--- src/rtl/alu_issue_ctrl.sv ---
// Issue/sequencing controller for the RV32I execute-stage ALU: decodes one
// instruction at a time, holds ALU controls through the ALU latency, and reports a tagged result.
module alu_issue_ctrl #(
  parameter int TAG_W = 4,
  parameter int CNT_W = 16
) (
  input  logic             i_clk,
  input  logic             i_reset,
  input  logic             i_valid,
  output logic             o_ready,
  input  logic [31:0]      i_instr,
  input  logic [TAG_W-1:0] i_tag,
  input  logic             i_flush,
  output logic [2:0]       o_ALUop,
  output logic [2:0]       o_func3,
  output logic             o_func7,
  output logic             o_busy,
  output logic             o_res_valid,
  input  logic             i_res_ready,
  output logic [TAG_W-1:0] o_res_tag,
  output logic             o_res_branch,
  output logic             o_illegal,
  output logic [CNT_W-1:0] o_done_cnt
);

  typedef enum logic [1:0] {IDLE, EXEC, DONE} state_e;

  state_e           state_q, state_d;
  logic [2:0]       alu_op_q, alu_op_d;
  logic [2:0]       func3_q, func3_d;
  logic             func7_q, func7_d;
  logic [TAG_W-1:0] tag_q, tag_d;
  logic             branch_q, branch_d;
  logic             illegal_q, illegal_d;
  logic [CNT_W-1:0] cnt_q, cnt_d;

  logic             dec_legal;
  logic [2:0]       dec_op;
  logic [2:0]       dec_f3;
  logic             dec_f7;
  logic             accept;
  logic             unused_instr;

  assign unused_instr = ^{i_instr[31], i_instr[29:15], i_instr[11:7]};

  always_comb begin
    dec_legal = 1'b1;
    dec_op    = 3'd0;
    dec_f3    = 3'd0;
    dec_f7    = 1'b0;
    unique case (i_instr[6:0])
      7'b0000011, 7'b0100011: dec_op = 3'd0;
      7'b1100011:             dec_op = 3'd1;
      7'b0110011:             dec_op = 3'd2;
      7'b0010011:             dec_op = 3'd3;
      7'b0110111:             dec_op = 3'd4;
      7'b0010111:             dec_op = 3'd5;
      7'b1101111:             dec_op = 3'd6;
      7'b1100111:             dec_op = 3'd7;
      default:                dec_legal = 1'b0;
    endcase
    if (dec_op == 3'd1 || dec_op == 3'd2 || dec_op == 3'd3)
      dec_f3 = i_instr[14:12];
    // instr[30] only selects SUB/SRA/SRAI; ADDI and other I-types must never subtract
    if (dec_op == 3'd2 && (dec_f3 == 3'd0 || dec_f3 == 3'd5))
      dec_f7 = i_instr[30];
    else if (dec_op == 3'd3 && dec_f3 == 3'd5)
      dec_f7 = i_instr[30];
  end

  always_comb begin
    state_d   = state_q;
    alu_op_d  = alu_op_q;
    func3_d   = func3_q;
    func7_d   = func7_q;
    tag_d     = tag_q;
    branch_d  = branch_q;
    illegal_d = illegal_q;
    cnt_d     = cnt_q;
    o_ready   = !i_flush && ((state_q == IDLE) || (state_q == DONE && i_res_ready));
    accept    = i_valid && o_ready;

    if (i_flush) begin
      state_d   = IDLE;
      illegal_d = 1'b0;
    end else begin
      unique case (state_q)
        IDLE: ;
        EXEC: state_d = DONE;
        DONE: begin
          if (i_res_ready) begin
            cnt_d     = cnt_q + CNT_W'(1);
            state_d   = IDLE;
            illegal_d = 1'b0;
          end
        end
        default: state_d = IDLE;
      endcase
      // An accept (from IDLE or a consumed DONE) overrides the default transition
      if (accept) begin
        tag_d = i_tag;
        if (dec_legal) begin
          alu_op_d  = dec_op;
          func3_d   = dec_f3;
          func7_d   = dec_f7;
          branch_d  = (dec_op == 3'd1);
          illegal_d = 1'b0;
          state_d   = EXEC;
        end else begin
          branch_d  = 1'b0;
          illegal_d = 1'b1;
          state_d   = DONE;
        end
      end
    end

    o_ALUop      = alu_op_q;
    o_func3      = func3_q;
    o_func7      = func7_q;
    o_busy       = (state_q != IDLE);
    o_res_valid  = (state_q == DONE);
    o_res_tag    = tag_q;
    o_res_branch = branch_q;
    o_illegal    = illegal_q;
    o_done_cnt   = cnt_q;
  end

  always_ff @(posedge i_clk or negedge i_reset) begin
    if (!i_reset) begin
      state_q   <= IDLE;
      alu_op_q  <= '0;
      func3_q   <= '0;
      func7_q   <= 1'b0;
      tag_q     <= '0;
      branch_q  <= 1'b0;
      illegal_q <= 1'b0;
      cnt_q     <= '0;
    end else begin
      state_q   <= state_d;
      alu_op_q  <= alu_op_d;
      func3_q   <= func3_d;
      func7_q   <= func7_d;
      tag_q     <= tag_d;
      branch_q  <= branch_d;
      illegal_q <= illegal_d;
      cnt_q     <= cnt_d;
    end
  end

endmodule

--- config.mk ---
export PLATFORM = sky130hd
export DESIGN_NAME = alu_issue_ctrl
export DESIGN_NICKNAME = d
export VERILOG_FILES = /design/src/rtl/alu_issue_ctrl.sv
export SDC_FILE = /design/constraint.sdc
export NUM_CORES = 1
export LEC_CHECK = 0
export ABC_AREA = 1
export CAP_MARGIN = 0
export CORE_ASPECT_RATIO = 1.1
export CORE_MARGIN = 8
export CORE_UTILIZATION = 56
export DETAILED_ROUTE_END_ITERATION = 10
export DONT_BUFFER_PORTS = 1
export GPL_TIMING_DRIVEN = 0
export PLACE_DENSITY_LB_ADDON = 0.15
export SYNTH_ARGS = -nofsm -noshare
export SYNTH_HDL_FRONTEND = slang
export SYNTH_SLANG_ARGS = --single-unit
--- constraint.sdc ---
create_clock -name i_clk -period 1.37 [get_ports i_clk]
set_clock_uncertainty 0.1 [all_clocks]
set_input_delay 0.274 -clock i_clk [delete_from_list [all_inputs] [get_ports i_clk]]
set_output_delay 0.274 -clock i_clk [all_outputs]
set_load 0.05 [all_outputs]
# Word level (Yosys, flattened, before mapping)
# Cells that the tools add are included.
[op_classes] addsub=1 eq_ne=17 mux=16 n_bitwise=1 n_reduce_logical=21
[ops] operator="$eq A7 B6 Y1 const B" count=3
[ops] operator="$eq A7 B7 Y1 const B" count=3
[ops] operator="$pmux W3 S7" count=1
[ops] operator="$add A16 B1 Y16 const B" count=1
[ops] operator="$eq A7 B5 Y1 const B" count=2
[ops] operator="$mux W1" count=9
[ops] operator="$reduce_or A9 Y1" count=1
[ops] operator="$mux W2" count=4
[ops] operator="$eq A7 B2 Y1 const B" count=1
[ops] operator="$eq A3 B2 Y1 const B" count=2
[ops] operator="$pmux W2 S3" count=1
[ops] operator="$reduce_and A2 Y1" count=3
[ops] operator="$reduce_and A3 Y1" count=2
[ops] operator="$reduce_bool A3 Y1" count=2
[ops] operator="$logic_and A1 B1 Y1" count=5
[ops] operator="$logic_or A1 B1 Y1" count=4
[ops] operator="$ne A4 B2 Y1 const B" count=1
[ops] operator="$eq A3 B1 Y1 const B" count=1
[ops] operator="$eq A3 B3 Y1 const B" count=1
[ops] operator="$logic_not A3 Y1" count=1
[ops] operator="$mux W3" count=1
[ops] operator="$ne A3 B3 Y1 const B" count=1
[ops] operator="$eq A2 B1 Y1 const B" count=1
[ops] operator="$eq A2 B2 Y1 const B" count=1
[ops] operator="other kinds (4)" count=4
[word_totals] ff_bits=31 inputBits=41 output_inout_bits=32 elab_cells=64

# Logic depth before layout (Yosys ltp)
[logic_depth] depth_word=10 depth_mapped=10 ltp_nobuf=10

# Worst setup path before layout
# OpenSTA, ideal clock, no wires.
[synth_path] kind="reg-to-reg" start="reg cnt_q[0] (netlist: o_done_cnt[0])" end="reg cnt_q[14] (netlist: o_done_cnt[14])" setup_ns=0.127 arrival_time_ns=1.563 required_ns=1.143 slack_ns=-0.421 stages_incl_launch_ff=9 path_buffers=0 period_less_slack_ns=1.791 cell_sequence="dfrtp_1 -> ha_1 -> inv_1 -> nor3_1 -> nand3_1 -> nand2_1 -> nand2_1 -> nand2_1 -> o21ai_0"
[synth_between] elab_chain_len=1
[synth_rtl] element="start: declaration" line="35" rtl="logic [CNT_W-1:0] cnt_q, cnt_d;"
[synth_rtl] element="start signal: assignment" line="146" rtl="cnt_q <= cnt_d;"
[synth_rtl] element="$add A16 B1 Y16" line="92" rtl="cnt_d = cnt_q + CNT_W'(1);"
# No other way between the ends.
# A chain may end at the register's enable or synchronous reset.

# Worst setup path after layout
[layout_path] start="reg state_q[1]" end="reg cnt_q[12] (netlist: o_done_cnt[12])"
[layout_between] elab_chain_len=2
[layout_rtl] element="start: declaration" line="28" rtl="state_e state_q, state_d;"
[layout_rtl] element="start signal: assignment" line="139" rtl="state_q <= state_d;"
[layout_rtl] element="$eq A2 B2 Y1"
[layout_rtl] element="via o_res_valid" line="18" rtl="output logic o_res_valid,"
[layout_rtl] element="$reduce_and A3 Y1 (no line)"
# The timed path passes the listed nets, and every way through them passes these cells.

==> metrics.md <==
| Metric | Value |
|---|---|
| Status | `finished with violations` |
| Failing checks | `setup timing` |
| Fin. max-slew vios | `0` |
| H-tree Lvls | `2` |
| #FFs+latches synth | `31` |
| Leak pwr | `1.05 nW` |
| Total grt overflow | `0` |
| Switching Share | `45.9%` |
| CP endpoint kind | `flip-flop` |
| Power share of the combinational group | `18.9%` |
| Mapped Nets | `265` |
| Die Wd | `69.0 um` |
| Maximum vdd drop | `0.00100 V` |
| Total power | `2.89 mW` |
| Syn_area_per_cell | `7.75 um^2` |
| Clock Latency Late Sink | `0.34 ns` |
| GR Util All Layers | `~18%` |
| Max-Cap Viols | `0` |
| Most used cell along the critical path | `buf_6` |
| Critical-path maximum fanout | `6` |
| Class of the worst hold path | `in -> reg` |
| Reg clk slew, reported paths | `around 0.090 ns` |
| Drt total wl | `4570 um` |
| Die height | `about 74 um` |
| Max_slew headroom | `between 60% and 70%` |
| Final Cell Area | `2260 um^2` |
| Synth area leader | `dfrtp_1` |
| Final hold vios | `0` |
| Initial Util | `57.7%` |
| Cell variety after synth | `26` |
| Startpoint types | `flip-flop` |
| Synth-to-Final Area Change | `30.9%` |
| NumNets Final | `around 290` |
| P_int | `1.57 mW` |
| Inst Count DP | `257` |
| Yosys warnings | `0` |
| Peak Freq | `601 MHz` |
| Pwr Density | `1280 nW/um^2` |
| Crit Path Category | `reg -> reg` |
| CTS buffer count | `5` |
| Core region area | `3000 um^2` |
| Top-area cell type share of the netlist area | `between 40% and 50%` |
| Register area share after synthesis | `between 40% and 50%` |
| First-pass detailed-route iteration total | `4` |
| DRC viols | `0` |
| Initial antenna violation count | `0` |
| Vias | `1544` |
| CP max stage cell | `dfrtp_1` |
| Top Ports | `73` |
| Placer Congestion | `0.855` |
| Critical Path RT | `1.52 ns` |
| Syn Inst Count | `223` |
| Fin cells | `284` |
| Critical path cell sequence | `inv_2 > nor2_4 > nand2_4 > nor2_8 > buf_6 > buf_6 > nand2_2 > o21ai_1` |
| R2R setup slack | `-0.29 ns` |
| Root Buffer | `clkbuf_4` |
| Clock network power share | `19.4%` |
| Vias per cell | `5.44` |
| Min cycle time layout | `about 1.7 ns` |
| ANT nets after route | `0` |
| Actual slew at the worst max-slew pin | `slightly below 0.5 ns` |
| Placed Area | `1830 um^2` |
| CP max stage delay | `around 0.41 ns` |
| Post-Syn Area | `1730 um^2` |
| Synth area leaders | `dfrtp_1, nand2_1, inv_1` |
| RSZ-0062 raised after global routing | `yes` |
| Max Buffers Root-to-Sink | `2` |
| Arrival time at the worst endpoint | `1.81 ns` |
| Setup WS pre-CTS | `-0.319 ns` |
| TritonCTS Sinks | `31` |
| # port buffers | `0` |
| Final setup fails | `33` |
| Violation count after the first detailed-routing iteration | `123` |
| DIE AREA | `5120 um^2` |
| Avg WL per Cell | `16.1 um` |
| FP Rows | `21` |
| Largest net degree at the start of global routing | `32` |
| First-pass GRT wire length | `7010 um` |
| Seq pwr share | `61.6%` |
| Post-DP HPWL | `2980 um` |
| Most common cell after layout, fill and taps aside | `nand2_1` |
| Sw power | `1.33 mW` |
| Final setup margin | `-0.293 ns` |
| CTS tree | `done` |
| Crit share post-route | `121%` |
| Most frequent cells in the layout | `nand2_1, dfrtp_2, inv_1` |
| Fraction of layout instances using a drive strength above 1 | `39.6%` |
| Vias in the first global route | `1593` |
| Ant. Diodes | `0` |
[cells by family after synthesis]
logic type | after synthesis | synth area share, %
flops | 31 | 44.9
simple gates | 134 | 36.9
compound gates | 14 | 4.20
buf+inv | 31 | 7.24
xor+xnor | 12 | 6.08
fa+ha+maj | 1 | 0.724
[registers in the layout (all words and copies together) (netlist names)]
register,flops
o_res_tag,4
state_q,2
o_done_cnt,16
o_ALUop,3
o_illegal,1
o_func7,1
o_res_branch,1
o_func3,3
[layout make-up]
type / instances / area [um^2]
buffer: 2 / 22.5
clock buffer: 7 / 55.1
clock inverter: 1 / 5.00
fill: 211 / 733
inverter: 29 / 120
multi-input combinational: 161 / 996
sequential: 31 / 821
tap: 34 / 42.5
timing repair buffer: 19 / 200
[per-stage QoR]
step	hold WS, ns	utilization (%)	TNS [ns]
floorplan	-0.122	-	-1.74
detailed placement	-0.121	61.1	-4.71
global placement	-0.121	61.1	-3.56
global route	0.0365	75.5	-8.29
finish	0.0386	75.5	-6.07
CTS	0.0133	72.1	-5.89
[routing by layer]
| layer | global-route usage [%] | vias to the layer above | share of wire [%] |
|---|---|---|---|
| li1 | - | 751 | - |
| met1 | 18.2 | 734 | 35 |
| met2 | 32.0 | 50 | 55 |
| met3 | 6.78 | 9 | 7.7 |
| met4 | 6.25 | 0 | 1.7 |
| met5 | 0 | - | 0 |
[power by group through the flow]
stage | Sequential [mW] | Combinational (mW) | Clock (mW)
2_1_floorplan | 1.71 | 0.344 | 0
3_3_place_gp | 1.75 | 0.377 | 0
3_5_place_dp | 1.76 | 0.404 | 0
4_1_cts | 1.77 | 0.503 | 0.571
5_1_grt | 1.81 | 0.609 | 0.601
6_report | 1.78 | 0.548 | 0.562
[critical path, delay by kind of cell (launching register included)]
family                 cells  cell delay, ns
flip-flops                 1            0.41
buffers and inverters      3            0.34
AND/OR/NAND/NOR            4            0.67
AO/OA/AOI/OAI              1            0.06
[path summary, 6_finish.rpt]
check	startpoint	to	cells after the start
worst min-delay path	i_instr[3]	o_ALUop[0]	3
worst max-delay path	state_q[1]	o_done_cnt[12]	8
max in group asynchronous	i_reset	o_done_cnt[15]	2
min in group asynchronous	i_reset	o_done_cnt[6]	2
worst min register to register	state_q[0]	state_q[1]	2
worst max register to register	state_q[1]	o_done_cnt[12]	8
[timing repair]
action,4_1_cts,5_1_grt
pin swaps,12,7
hold buffers,6,0
hold endpoints to repair,35,0
setup endpoints to repair,33,42
resized for setup,35,33
buffers inserted,11,2
gates cloned,2,0
[synthesized netlist by cell type]
cell type and count:
nand2_1 81, dfrtp_1 31, inv_1 24, nor2_1 17, nand3_1 13, nand4_1 7
o21ai_1 7, xnor2_1 7, inv_2 5, o21ai_0 5, xor2_1 5, nand2_2 3
nor2_2 2, nor2_4 2, nor2_8 2, nor3_1 2, a21oi_1 1, and2_1 1
buf_2 1, buf_6 1, ha_1 1, nand3_2 1, nand3b_1 1, nand3b_4 1
nand4_2 1, o31ai_1 1
Note: power is estimated with default switching activity, not from simulation.
